--- src/rtl/ccip_rx_bookkeeper.sv ---
// RX bookkeeping writer: one eREQ_WRPUSH_I line per accepted RX event, posted on CCI-P channel 1.
// Build option: define CCIP_BK_OVERFLOW_DROP_EN to count full-FIFO drops instead of flagging error.

package ccip_if_pkg;
   typedef logic [41:0]  t_ccip_clAddr;
   typedef logic [511:0] t_ccip_clData;
   typedef enum logic [1:0] {eVC_VA = 2'h0, eVC_VL0 = 2'h1, eVC_VH0 = 2'h2, eVC_VH1 = 2'h3} t_ccip_vc;
   typedef enum logic [1:0] {eCL_LEN_1 = 2'b00, eCL_LEN_2 = 2'b01, eCL_LEN_4 = 2'b11} t_ccip_clLen;
   typedef enum logic [3:0] {eREQ_WRLINE_I = 4'h0, eREQ_WRLINE_M = 4'h1, eREQ_WRPUSH_I = 4'h2,
                             eREQ_WRFENCE = 4'h4, eREQ_INTR = 4'h6} t_ccip_c1_req;

   typedef struct packed {
      logic [5:0]   rsvd2;
      t_ccip_vc     vc_sel;
      logic         sop;
      logic         rsvd1;
      t_ccip_clLen  cl_len;
      t_ccip_c1_req req_type;
      logic [5:0]   rsvd0;
      t_ccip_clAddr address;
      logic [15:0]  mdata;
   } t_ccip_c1_ReqMemHdr;

   typedef struct packed {
      logic [1:0]  vc_used;
      logic        rsvd1;
      logic        hit_miss;
      logic        format;
      logic        rsvd0;
      logic [1:0]  cl_num;
      logic [3:0]  resp_type;
      logic [15:0] mdata;
   } t_ccip_c1_RspMemHdr;

   typedef struct packed {
      t_ccip_c1_ReqMemHdr hdr;
      t_ccip_clData       data;
      logic               valid;
   } t_if_ccip_c1_Tx;

   typedef struct packed {
      t_ccip_c1_RspMemHdr hdr;
      logic               rspValid;
   } t_if_ccip_c1_Rx;
endpackage

// Generic show-ahead FIFO; a write into a full FIFO is accepted only when a read happens in the same cycle.
module ccip_bk_fifo #(
   parameter int W      = 8,
   parameter int LDEPTH = 4
) (
   input  logic         clk,
   input  logic         reset,
   input  logic         wr_vld,
   input  logic [W-1:0] wr_dat,
   input  logic         rd_rdy,
   output logic         rd_vld,
   output logic [W-1:0] rd_dat,
   output logic         full
);
   logic [W-1:0]      mem [1<<LDEPTH];
   logic [LDEPTH-1:0] wr_ptr, rd_ptr;
   logic [LDEPTH:0]   count;
   logic              do_rd, do_wr;

   assign rd_vld = (count != '0);
   assign full   = count[LDEPTH];
   assign rd_dat = mem[rd_ptr];
   assign do_rd  = rd_rdy && rd_vld;
   assign do_wr  = wr_vld && (!full || do_rd);

   always_ff @(posedge clk or posedge reset) begin
      if (reset) begin
         wr_ptr <= '0;
         rd_ptr <= '0;
         count  <= '0;
      end else begin
         if (do_wr) wr_ptr <= wr_ptr + LDEPTH'(1);
         if (do_rd) rd_ptr <= rd_ptr + LDEPTH'(1);
         if (do_wr && !do_rd)      count <= count + (LDEPTH+1)'(1);
         else if (!do_wr && do_rd) count <= count - (LDEPTH+1)'(1);
      end
   end

   always_ff @(posedge clk) begin
      if (do_wr) mem[wr_ptr] <= wr_dat;
   end
endmodule

module ccip_rx_bookkeeper
   import ccip_if_pkg::*;
#(
   parameter int NIC_ID             = 0,
   parameter int LMAX_NUM_OF_FLOWS  = 1,
   parameter int LMAX_RX_QUEUE_SIZE = 1,
   parameter int LMAX_BK_RING_SIZE  = 4,
   parameter int LMAX_EV_FIFO       = 4,
   parameter int MAX_OUTSTANDING    = 8
) (
   input  logic                                 clk,
   input  logic                                 reset,
   input  logic                                 start,
   input  logic                                 initialize,
   output logic                                 initialized,
   output logic                                 error,
   input  logic [LMAX_NUM_OF_FLOWS-1:0]         number_of_flows,
   input  t_ccip_clAddr                         rx_bk_base_addr,
   input  logic [LMAX_BK_RING_SIZE-1:0]         bk_ring_mask,
   input  logic                                 ev_valid,
   input  logic [LMAX_NUM_OF_FLOWS-1:0]         ev_flow_id,
   input  logic [LMAX_RX_QUEUE_SIZE-1:0]        ev_entry,
   input  logic                                 sRx_c1TxAlmFull,
   input  t_if_ccip_c1_Rx                       sRx_c1,
   output t_if_ccip_c1_Tx                       sTx_c1,
   output logic [$clog2(MAX_OUTSTANDING):0]     outstanding,
   output logic [31:0]                          drop_cnt
);
   localparam int LF      = LMAX_NUM_OF_FLOWS;
   localparam int LQ      = LMAX_RX_QUEUE_SIZE;
   localparam int MDATA_W = LF + LQ;
   localparam int NFLOWS  = 1 << LF;
   localparam int OW      = $clog2(MAX_OUTSTANDING) + 1;

   typedef enum logic [1:0] {S_IDLE, S_INIT, S_RUN} state_t;

   state_t                       state;
   logic [LF-1:0]                init_idx;
   logic [LMAX_BK_RING_SIZE-1:0] ptr [NFLOWS];
   logic [31:0]                  seq [NFLOWS];

   logic               in_vld;
   logic [MDATA_W-1:0] in_dat;
   logic               bad_flow, fifo_vld, fifo_full, push, pop, ovf, ovf_err, rsp;
   logic [MDATA_W-1:0] fifo_dat;
   logic [LF-1:0]      pop_flow;
   logic [LQ-1:0]      pop_entry;
   logic               unused_ok;

   assign bad_flow  = ev_valid && (ev_flow_id > number_of_flows);
   assign pop_flow  = fifo_dat[LQ +: LF];
   assign pop_entry = fifo_dat[LQ-1:0];
   assign rsp       = sRx_c1.rspValid;
   assign pop       = (state == S_RUN) && start && fifo_vld && !sRx_c1TxAlmFull &&
                      (outstanding < OW'(MAX_OUTSTANDING));
   assign push      = in_vld;
   assign ovf       = in_vld && fifo_full && !pop;
   assign unused_ok = ^{sRx_c1.hdr, 32'(NIC_ID)};

   // Input register gives the FIFO one full cycle before the entry becomes poppable.
   always_ff @(posedge clk or posedge reset) begin
      if (reset) begin
         in_vld <= 1'b0;
         in_dat <= '0;
      end else begin
         in_vld <= ev_valid && !bad_flow;
         in_dat <= {ev_flow_id, ev_entry};
      end
   end

   ccip_bk_fifo #(.W(MDATA_W), .LDEPTH(LMAX_EV_FIFO)) u_ev_fifo (
      .clk    (clk),
      .reset  (reset),
      .wr_vld (push),
      .wr_dat (in_dat),
      .rd_rdy (pop),
      .rd_vld (fifo_vld),
      .rd_dat (fifo_dat),
      .full   (fifo_full)
   );

   always_ff @(posedge clk or posedge reset) begin
      if (reset) begin
         state       <= S_IDLE;
         init_idx    <= '0;
         initialized <= 1'b0;
         for (int i = 0; i < NFLOWS; i++) begin
            ptr[i] <= '0;
            seq[i] <= '0;
         end
      end else begin
         case (state)
            S_IDLE: if (initialize && !initialized) begin
               state    <= S_INIT;
               init_idx <= '0;
            end
            S_INIT: begin
               ptr[init_idx] <= '0;
               seq[init_idx] <= '0;
               init_idx      <= init_idx + LF'(1);
               if (init_idx == LF'(NFLOWS - 1)) begin
                  state       <= S_RUN;
                  initialized <= 1'b1;
               end
            end
            S_RUN: if (pop) begin
               ptr[pop_flow] <= (ptr[pop_flow] + LMAX_BK_RING_SIZE'(1)) & bk_ring_mask;
               seq[pop_flow] <= seq[pop_flow] + 32'd1;
            end
            default: state <= S_IDLE;
         endcase
      end
   end

   always_ff @(posedge clk or posedge reset) begin
      if (reset) begin
         sTx_c1 <= '0;
      end else begin
         sTx_c1.valid <= pop;
         if (pop) begin
            sTx_c1.hdr          <= '0;
            sTx_c1.hdr.sop      <= 1'b1;
            sTx_c1.hdr.vc_sel   <= eVC_VH0;
            sTx_c1.hdr.req_type <= eREQ_WRPUSH_I;
            sTx_c1.hdr.cl_len   <= eCL_LEN_1;
            sTx_c1.hdr.address  <= rx_bk_base_addr
                                   + (t_ccip_clAddr'(pop_flow) << LMAX_BK_RING_SIZE)
                                   + t_ccip_clAddr'(ptr[pop_flow]);
            sTx_c1.data         <= '0;
            sTx_c1.data[15:0]   <= 16'(pop_entry);
            sTx_c1.data[31:16]  <= 16'(pop_flow);
            sTx_c1.data[63:32]  <= seq[pop_flow];
         end
      end
   end

   // A response while nothing is in flight is a protocol fault; the counter holds at zero.
   always_ff @(posedge clk or posedge reset) begin
      if (reset) begin
         outstanding <= '0;
         error       <= 1'b0;
      end else begin
         if (pop && !rsp)                               outstanding <= outstanding + OW'(1);
         else if (!pop && rsp && outstanding != '0)     outstanding <= outstanding - OW'(1);
         if (bad_flow || ovf_err || (rsp && !pop && outstanding == '0)) error <= 1'b1;
      end
   end

`ifdef CCIP_BK_OVERFLOW_DROP_EN
   assign ovf_err = 1'b0;
   always_ff @(posedge clk or posedge reset) begin
      if (reset)                        drop_cnt <= '0;
      else if (ovf && drop_cnt != '1)   drop_cnt <= drop_cnt + 32'd1;
   end
`else
   assign ovf_err  = ovf;
   assign drop_cnt = '0;
`endif
endmodule

--- config.mk ---
export PLATFORM = sky130hd
export DESIGN_NAME = ccip_rx_bookkeeper
export DESIGN_NICKNAME = d
export VERILOG_FILES = /design/src/rtl/ccip_rx_bookkeeper.sv
export SDC_FILE = /design/constraint.sdc
export NUM_CORES = 1
export LEC_CHECK = 0
export CAP_MARGIN = 20
export CORE_AREA = 2 2 276 278
export DETAILED_ROUTE_END_ITERATION = 6
export DIE_AREA = 0 0 278 280
export PLACE_DENSITY_LB_ADDON = 0.1
export REMOVE_ABC_BUFFERS = 1
export SETUP_SLACK_MARGIN = 0.02
export SLEW_MARGIN = 0
export SYNTH_ARGS = -nofsm -noshare
export SYNTH_HDL_FRONTEND = slang
export SYNTH_HIERARCHICAL = 1
export SYNTH_SLANG_ARGS = --single-unit
--- constraint.sdc ---
create_clock -name clk -period 5.4 [get_ports clk]
set_input_delay 0.81 -clock clk [delete_from_list [all_inputs] [get_ports clk]]
set_output_delay 0.81 -clock clk [all_outputs]
set_load 0.03 [all_outputs]
; ---- Word level (Yosys, flattened, before mapping)
; Memories as Yosys holds them, arrays and structs flattened.
; Cells that the tools add are included.
[op_classes]
reduce_logical = 42
n_addsub = 11
muxes = 31
magnitude_cmp = 6
n_eq_ne = 5
n_bitwise = 8
[ops]
columns = cell, n
row1 = 32-bit 2-to-1 mux, 5
row2 = 64-bit one-hot mux with 2 select lines, 1
row3 = 64-bit AND, 1
row4 = 64-bit bitwise mux, 1
row5 = 32-bit demux with 1-bit select, 2
row6 = 64-bit 2-to-1 mux, 1
row7 = 64-bit NOT, 1
row8 = 42-bit by 4-bit adder with 42-bit output, 1
row9 = 42-bit by 5-bit adder with 42-bit output, 1
row10 = "32-bit by 1-bit adder with 32-bit output, second input constant", 1
row11 = 4-bit 2-to-1 mux, 7
row12 = 1-bit logical AND, 19
row13 = "4-bit by 1-bit adder with 4-bit output, second input constant", 4
row14 = 8-bit one-hot mux with 2 select lines, 1
row15 = 5-bit 2-to-1 mux, 2
row16 = 8-bit AND, 1
row17 = 8-bit bitwise mux, 1
row18 = 4-bit demux with 1-bit select, 2
row19 = 1-bit logical NOT, 8
row20 = 8-bit 2-to-1 mux, 1
row21 = 8-bit NOT, 1
row22 = 2-bit nonzero test, 4
row23 = "2-bit inequality test, second input constant", 3
row24 = 2-bit one-hot mux with 3 select lines, 1
row25 = 23 further kinds, 33
[word_totals]
output_inout_bits = 631
in_bits = 84
n_memories = 1
word_cells = 122
ramBits = 32
reg_bits = 175
[memory_table]
columns = name, words, word_bits, rd, rd_clocked_by_memory_dff, write_ports, line_no
row1 = u_ev_fifo.mem, 16, 2, 1, 0, 1, 61  ; logic [W-1:0] mem [1<<LDEPTH];

; ---- Longest topological paths before layout
; Gate-level depths: netlist of run 1.
[depth]
word_depth = 12
depth_mapped = 19
ltp_nobuf = 14

; ---- Cells and area by module
; Netlist of run 1, hierarchy kept.
[by_module_without_submodules]
columns = mod, area_per_inst_um2, seq_area_each_um2, n_inst, cells_each
row1 = ccip_rx_bookkeeper, 12673.4, 4053.9, 1, 1487
row2 = ccip_bk_fifo, 2083.2, 1286.2, 1, 148

; ---- Worst setup path before layout of run 1
; No wires, ideal clock.
[synth_timing]
path_type = register -> register
start = register u_ev_fifo.rd_ptr[0]
end = register sTx_c1[555] in the netlist's numbering
period_less_slack_ps = 4047
n_path_buf = 5
path_stages_with_launch = 20
required_time_ps = 5267
path_slack_ps = 1353
setup_ps = 133
arrival_ps = 3913
cell_sequence = dfrtp_1 > buf_2 > buf_4 > mux2i_1 > a221oi_1 > a22oi_1 > nand2_1 > buf_2 > buf_2 > buf_1 > mux2i_1 > inv_1 > ha_1 > fa_1 > a21oi_1 > o21ai_0 > and2_0 > and3_1 > xnor2_1 > o21ai_0
[synth_between]
elab_chain_len = 6
elab_cells_between_ends = 7
cone_classes = add/sub: 2 / mux: 3 / bitwise: 1 / memory: 1
[synth_lines]
columns = element, line_no
row1 = from (decl), 62  ; logic [LDEPTH-1:0] wr_ptr, rd_ptr;
row2 = from (signal assigned), 79  ; if (do_rd) rd_ptr <= rd_ptr + LDEPTH'(1);
row3 = memory read 16 x 2 bit *, --
row4 = net fifo_dat[1], 134  ; logic [MDATA_W-1:0] fifo_dat;
row5 = "parallel branches: the longest is 4 deep, another holds 42-bit by 5-bit adder with 42-bit output", --
row6 = 42-bit by 4-bit adder with 42-bit output *, 217  ; + t_ccip_clAddr'(ptr[pop_flow]);
row7 = to (decl), 114  ; output t_if_ccip_c1_Tx sTx_c1,
; Mark *: on every way through the listed nets, which the timed path passes. The select of a mux whose other input is x is not followed.
; A chain may end at the register's enable or synchronous reset.

; ---- Worst setup path after layout of run 1
[layout_timing]
start = register u_ev_fifo.rd_ptr[0]
end = register sTx_c1[565] in the netlist's numbering
; Same word-level chain as after synthesis.

==> results of run 1 <==
-- worst min-delay path by stage --
stage	start	end	slack (ps)
final	sTx_c1[530]$_DFFE_PP0P_	sTx_c1[530]$_DFFE_PP0P_	470
after global routing	seq[63]$_DFFE_PP0P_	seq[63]$_DFFE_PP0P_	490
after CTS	sTx_c1[530]$_DFFE_PP0P_	sTx_c1[530]$_DFFE_PP0P_	480
after detailed placement	sTx_c1[530]$_DFFE_PP0P_	sTx_c1[530]$_DFFE_PP0P_	460
after global placement	ptr[5]$_DFFE_PP0P_	ptr[5]$_DFFE_PP0P_	460
after floorplan	state[1]$_DFFE_PP0P_	state[0]$_DFFE_PP0P_	430
-- layout make-up --
type                            count  area share (%)
Multi-Input combinational cell   1338            43.1
Sequential cell                   207            32.8
Timing Repair Buffer              168            10.1
Tap cell                          978            7.51
Clock buffer                       50            5.63
Inverter                           28           0.676
Clock inverter                      4           0.276
-- layer usage --
layer / up-vias / routed length (microns)
li1: 4752 / -
met2: 376 / 20000
met1: 4804 / 17800
met4: 0 / 706
met5: - / 0
met3: 50 / 2180
-- flip-flops by register name, summed over array words and instances (netlist names) --
register	cells
u_ev_fifo/rd_ptr	4
error	1
sTx_c1	78
seq	64
in_dat	2
in_vld	1
u_ev_fifo/mem	32
outstanding	4
u_ev_fifo/count	5
initialized	1
state	2
u_ev_fifo/wr_ptr	4
init_idx	1
ptr	8
-- logic make-up (layout without fill, tap and decap cells) --
kind of cell	count (synthesis)	count (layout)	share of synthesized area, %
xor+xnor	56	56	3.32
fa+ha+maj	21	21	1.93
compound gates	275	275	10.9
other cells	1	545	0.0254
buf+inv	634	250	30.3
mux	57	57	4.30
simple gates	384	384	13.0
flops	207	207	36.2
-- through the flow --
step | cell area, sq um | hold slack [ps] | power, W | setup WS [ps] | utilization [%]
after floorplan | 12400 | 433 | 0.00375 | -717 | -
after global placement | 15300 | 464 | 0.00461 | 812 | 20.4
after detailed placement | 15300 | 465 | 0.00461 | 787 | 20.4
after CTS | 16300 | 479 | 0.00663 | 759 | 21.7
after global routing | 16300 | 489 | 0.00689 | 455 | 21.7
final | 16300 | 472 | 0.00648 | 893 | 21.7
-- power by group through the flow --
stage	clock network (W)	logic (W)	registers, W
2_1_floorplan	0	0.00135	0.00240
3_3_place_gp	0	0.00251	0.00210
3_5_place_dp	0	0.00251	0.00210
4_1_cts	0.00204	0.00252	0.00207
5_1_grt	0.00209	0.00268	0.00211
6_report	0.00194	0.00248	0.00207
-- cells in the final DEF (no fill, tap or decap), types with 6 or more instances in the layout --
master           Yosys  final
conb_1               1    545
dfrtp_1            175    175
nand2_1            172    171
o21ai_0            147    147
clkdlybuf4s50_1      0    141
nor2_1              49     48
mux2i_1             42     42
nand3_1             39     38
xnor2_1             38     38
o31ai_1             34     34
edfxtp_1            32     32
a21oi_1             31     31
clkbuf_16            0     31
inv_1               26     25
buf_4              549     25
nand4_1             22     22
xor2_1              18     18
ha_1                18     18
and2_1              17     17
a31oi_1             17     16
and3_1              12     12
clkbuf_1            44     12
nand3b_1            11     11
mux2_2              11     11
a22oi_1             10     10
and4_1              10     10
nor4_1              10     10
nor3_1               9      9
nor3b_1              7      7
clkbuf_8             0      7
a21o_1               6      6
-- worst max-delay path, cell delays in order, from the launching register on --
cell      delay, ps
dfrtp_1         550
buf_4           290
mux2i_1         110
a221oi_1        370
o21ai_0         200
nand2_4         190
mux2i_1         420
inv_1            90
ha_1            350
a21oi_1         100
o21ai_0         520
nand2_1         360
nor4_1          510
xnor2_1         170
o21ai_0          90
==> metrics.md, run 1 <==
| Metric | Value |
|---|---|
| Status | `finished, final reports clean` |
| Initial antenna violation count | `1` |
| R2R cell count | `14` |
| Root Buffer | `clkbuf_16` |
| Total gr overflow | `0` |
| Netlist cell types | `67` |
| Nets@finish | `1878` |
| IO Pins | `715` |
| CP max FO | `9` |
| Initial DRC count | `435` |
| CTS resizes | `0` |
| Gate power share | `38.2%` |
| Final worst path period share | `83.5%` |
| Sequential share of the synthesized area | `36.2%` |
| Max-slew violation count | `0` |
| # fillers | `8286` |
| Final instance count without filler cells | `2773` |
| Register area | `0.00534 sq mm` |
| Clock Power Share | `29.9%` |
| Pwr dens | `398 mW/mm^2` |
| Worst Tran Pin Value | `943 ps` |
| Fin crit period | `4510 ps` |
| DRC viols | `0` |
| Asr flop ratio synth | `84.5%` |
| IR drop worst, VDD | `0.000214 V` |
| Crit path from | `u_ev_fifo/rd_ptr[0]$_DFFE_PP0P_` |
| Global-route wire length before repair | `59100 microns` |
| Via/cell ratio | `3.60` |
| Yosys top cell area share | `29.7%` |
| Sw frac | `41.1%` |
| Die Y | `280 microns` |
| Top-count cell post-synth | `buf_4` |
| Worst Setup End Kind | `register` |
| # hold bufs at CTS | `0` |
| RR Endpoint | `sTx_c1[565]$_DFFE_PP0P_` |
| Port buffer count | `141` |
| Top cell types by occurrence after synthesis | `buf_4 (549), dfrtp_1 (175), nand2_1 (172)` |
| Number of flops mapped to enable cells by yosys | `32` |
| FF-to-FF Start | `u_ev_fifo/rd_ptr[0]$_DFFE_PP0P_` |
| GPL Wtd Cong | `0.721` |
| Hold WC Path Type | `register to register` |
| DR pass1 iterations | `5` |
| Die area | `0.0778 sq mm` |
| CORE AREA | `0.0752 sq mm` |
| Post-DP HPWL | `29000 microns` |
| Post-Synthesis Cells | `1635` |
| Die Wd | `278 microns` |
| Critical Path Start Type | `register` |
| Met3 usage | `1.77%` |
| Setup violators final | `0` |
| GR Layer Usage met1 | `12.8%` |
| Number of buffers created by CTS | `30` |
| Worst Hold Path Cells | `2` |
| Fin. Hold Viols | `0` |
| Worst Path Arrival | `4900 ps` |
| Fraction of layout cells with a size suffix above 1 | `5.57%` |
| Area grow syn2layout | `10.4%` |
| Worst skew pair latency | `570 ps` |
| Routed len/inst | `14.7 microns` |
| Top FF cell, synth | `dfrtp_1` |
| TritonCTS clock tree | `built` |
| RSZ-0062 raised after global routing | `no` |
| P_sw | `0.00266 W` |
| Inst Count DP | `2719` |
| Worst endpoint required time | `5790 ps` |
| Busiest grt layer | `met2` |
| Ys Warns | `6` |
| Synth top area cells | `dfrtp_1 (30%), buf_4 (28%), edfxtp_1 (6.5%)` |
| Setup bufs post-CTS | `0` |
| Total GRT Usage | `9.78%` |
| Largest net degree at the start of global routing | `90` |
| Fin Setup TNS | `0 ps` |
| Synthesized area | `0.0148 sq mm` |
| Max Clock Freq | `222 MHz` |
| Post-DRT Antenna Nets | `0` |
| Rows | `101` |
| Max Clock Skew | `26.1 ps` |
| Reg power frac | `31.9%` |
| Ant. Diodes | `0` |
| Vias in the first global route | `9204` |
| CTS H-tree lvls | `1` |
| R2r setup slk | `890 ps` |
| Critical path type | `register to register` |
| Max Cap Viol | `0` |
| Clk sinks | `207` |
| Synthesis-stage register bit count | `207` |
| Multi-input logic area | `0.00702 sq mm` |
| Grt met2 use | `16.7%` |
| Post-synth top area cell | `dfrtp_1` |
| CP Capture Point | `sTx_c1[565]$_DFFE_PP0P_` |
| Static Leak | `7.41 nW` |
| Vias | `9982` |
| Max-slew headroom | `37.1%` |
| Initial cell density of the core | `19.6%` |
| Post-Route WL | `40700 microns` |
| Syn_area_per_cell | `9.03 sq um` |
| Bufs on Longest Clock Path | `3` |
| P_int | `0.00382 W` |
| Worst-path clk slew | `60 ps` |
Power figures use the tool's default switching activity.
==> run 2, diff against run 1 <==
--- a/config.mk
+++ b/config.mk
@@ -6,9 +6,9 @@
 export NUM_CORES = 1
 export LEC_CHECK = 0
 export CAP_MARGIN = 20
-export CORE_AREA = 2 2 276 278
+export CORE_AREA = 2 2 279 281
 export DETAILED_ROUTE_END_ITERATION = 6
-export DIE_AREA = 0 0 278 280
+export DIE_AREA = 0 0 281 283
 export PLACE_DENSITY_LB_ADDON = 0.1
 export REMOVE_ABC_BUFFERS = 1
 export SETUP_SLACK_MARGIN = 0.02
==> constraint.sdc (replaced) <==
create_clock -name clk -period 4.19 [get_ports clk]
set_input_delay 0.6285 -clock clk [delete_from_list [all_inputs] [get_ports clk]]
set_output_delay 0.6285 -clock clk [all_outputs]
set_load 0.03 [all_outputs]
==> metrics.md, run 2 (same netlist as run 1, synthesis figures left out) <==
| Metric | Value |
|---|---|
| Setup violators final | `0 (unchanged)` |
| Routed len/inst | `14.3 microns (-2.8%)` |
| Worst endpoint required time | `4650 ps (-1140 ps)` |
| Largest net degree at the start of global routing | `77 (-14%)` |
| RR Endpoint | `seq[30]$_DFFE_PP0P_` |
| Commonest non-fill, non-tap cell in the layout | `conb_1` |
| Inst Count DP | `2826 (+3.9%)` |
| Static Leak | `7.64 nW (+3.1%)` |
| Worst Hold Path Cells | `2 (unchanged)` |
| Biggest regs | `sTx_c1 x78, seq x64, u_ev_fifo/mem x32` |
| Final instance count without filler cells | `2879 (+3.8%)` |
| Max Clock Freq | `259 MHz (+17%)` |
| Bufs on Longest Clock Path | `3 (unchanged)` |
| Max-slew violation count | `0 (unchanged)` |
| Delay-heaviest family, CP | `compound AO/OA/AOI/OAI gates` |
| CTS H-tree lvls | `1 (unchanged)` |
| Final worst path period share | `92.0% (+8.6 points)` |
| R2r setup slk | `330 ps (-560 ps)` |
| Post-DP HPWL | `30000 microns (+3.6%)` |
| CORE AREA | `0.0767 sq mm (+2.0%)` |
| # hold bufs at CTS | `0 (unchanged)` |
| Total GRT Usage | `9.90% (+0.12 points)` |
| Routed met2 length | `20300 microns (+1.3%)` |
| DR pass1 iterations | `5 (unchanged)` |
| Nets@finish | `1921 (+2.3%)` |
| Post-DRT Antenna Nets | `0 (unchanged)` |
| Register area | `0.00534 sq mm (unchanged)` |
| Via/cell ratio | `3.50 (-2.8%)` |
| Initial cell density of the core | `19.2% (-0.39 points)` |
| Multi-input logic area | `0.00701 sq mm (-0.16%)` |
| Fraction of layout cells with a size suffix above 1 | `8.00% (+2.4 points)` |
| Worst setup margin | `333 ps (-559 ps)` |
| RSZ-0062 raised after global routing | `yes` |
| Worst skew pair latency | `570 ps (about the same)` |
| Commonest cells after routing, fill and taps aside | `conb_1 (545), dfrtp_1 (175), nand2_1 (171)` |
| WL met1 | `17300 microns (-2.4%)` |
| Vias | `10.1k (+0.88%)` |
| Finished Cell Area | `0.0167 sq mm (+2.7%)` |
| Total gr overflow | `0 (unchanged)` |
| R2R cell count | `13 (-1)` |
| Global-route wire length before repair | `61200 microns (+3.6%)` |
| Worst slack, placed | `106 ps (-681 ps)` |
| Setup bufs post-CTS | `0 (unchanged)` |
| Hold WS | `475 ps (+3.44 ps)` |
| TritonCTS clock tree | `built` |
| Max stage delay on crit path | `550 ps (about the same)` |
| Worst Path Arrival | `4320 ps (-580 ps)` |
| Clk sinks | `207 (unchanged)` |
| Worst-path clk slew | `60 ps (about the same)` |
| Max-slew headroom | `53.1% (+16 points)` |
| Crit path from | `u_ev_fifo/rd_ptr[0]$_DFFE_PP0P_` |
| Reg with most FFs | `sTx_c1` |
| Worst Setup End Kind | `register` |
| Fin crit period | `3860 ps (-651 ps)` |
| IO Pins | `715 (unchanged)` |
| CP max-delay cell | `a211oi_1` |
| Max FFs per register | `78 (unchanged)` |
| # fillers | `8447 (+1.9%)` |
| Max layer used | `met5` |
| Die Y | `283 microns (+1.1%)` |
| Worst Tran Pin Value | `703 ps (-240 ps)` |
| Hold Crit Start | `ptr[7]$_DFFE_PP0P_` |
| Final Util | `21.8% (+0.14 points)` |
| Hold endpoint | `ptr[7]$_DFFE_PP0P_` |
| FF-to-FF Start | `u_ev_fifo/rd_ptr[0]$_DFFE_PP0P_` |
| Max Clock Skew | `21.2 ps (-4.95 ps)` |
| Cell-by-cell trace of the critical path | `buf_12 -> mux2i_1 -> a221oi_1 -> o21ai_0 -> nand2_4 -> buf_12 -> mux2i_1 -> a211oi_1 -> nand2_1 -> nor4b_2 -> buf_4 -> o21ai_0 -> a21o_1` |
| IR drop worst, VDD | `0.000281 V (+31%)` |
| Worst Path Buf+Inv | `3 (+1)` |
| Post-Route WL | `41100 microns (+0.96%)` |
| Initial DRC count | `453 (+4.1%)` |
| CP max FO | `64 (+55)` |
| GPL Wtd Cong | `0.714 (-0.98%)` |
| Status | `finished, final reports clean` |
| Max Cap Viol | `0 (unchanged)` |
| DR WL met3 | `2670 microns (+22%)` |
| Initial antenna violation count | `4 (+3)` |
| Area grow syn2layout | `13.4%` |
| Critical Path Start Type | `register` |
| Pwr dens | `499 mW/mm^2 (+25%)` |
| Hold WC Path Type | `register to register` |
| Die Wd | `281 microns (+1.1%)` |
| Number of buffers created by CTS | `28 (-6.7%)` |
| Vias in the first global route | `9474 (+2.9%)` |
| DRC viols | `0 (unchanged)` |
| Critical path type | `register to register` |
| Root Buffer | `clkbuf_16` |
| Rows | `102 (+0.99%)` |
| CTS resizes | `0 (unchanged)` |
| Port buffer count | `141 (unchanged)` |
| Fin. Hold Viols | `0 (unchanged)` |
| Die area | `0.0795 sq mm (+2.2%)` |
| Post-placement cell area | `0.0158 sq mm (+3.0%)` |
## run 2: per-stage QoR
stage | setup TNS [ps] | power [W]
global placement | 0 | 0.00600
global route | 0 | 0.00887
finish | 0 | 0.00834
detailed placement | 0 | 0.00601
floorplan | -334660 | 0.00484
CTS | 0 | 0.00855
## run 2: area by class of cell
cell class / instances / share of cell area, %
Antenna cell: 2 / 0.0299
Clock buffer: 36 / 4.73
Clock inverter: 15 / 0.808
Inverter: 28 / 0.658
Multi-Input combinational cell: 1338 / 41.9
Sequential cell: 207 / 31.9
Tap cell: 1040 / 7.78
Timing Repair Buffer: 213 / 12.2
## run 2: power by group
part / leakage (nW) / switching, W / internal [W]
clock network: 0.463 / 0.000975 / 0.00144
registers: 2.62 / 0.000290 / 0.00237
logic: 4.55 / 0.00218 / 0.00109
## run 2: worst max path at each step
| stage | end | slack, ps | depth (start not counted) |
|---|---|---|---|
| 2_1_floorplan | u_ev_fifo/count[4]$_DFFE_PP0P_ | -1930 | 13 |
| 3_3_place_gp | sTx_c1[569]$_DFFE_PP0P_ | 120 | 15 |
| 3_5_place_dp | sTx_c1[569]$_DFFE_PP0P_ | 110 | 15 |
| 4_1_cts | sTx_c1[569]$_DFFE_PP0P_ | 100 | 15 |
| 5_1_grt | sTx_c1[555]$_DFFE_PP0P_ | 7 | 15 |
| 6_report | seq[30]$_DFFE_PP0P_ | 330 | 13 |
## run 2: tightest hold or removal path, delay by kind of cell (launching register included)
family / cells / cell delay (ps)
AND/OR/NAND/NOR: 1 / 40
AO/OA/AOI/OAI: 1 / 60
flip-flops: 1 / 340
## run 2: routing by layer
layer | track usage, % | vias to the layer above
met5 | 0 | -
met4 | 2.49 | 4
met3 | 2.01 | 45
met2 | 17.1 | 388
met1 | 12.5 | 4807
li1 | - | 4826
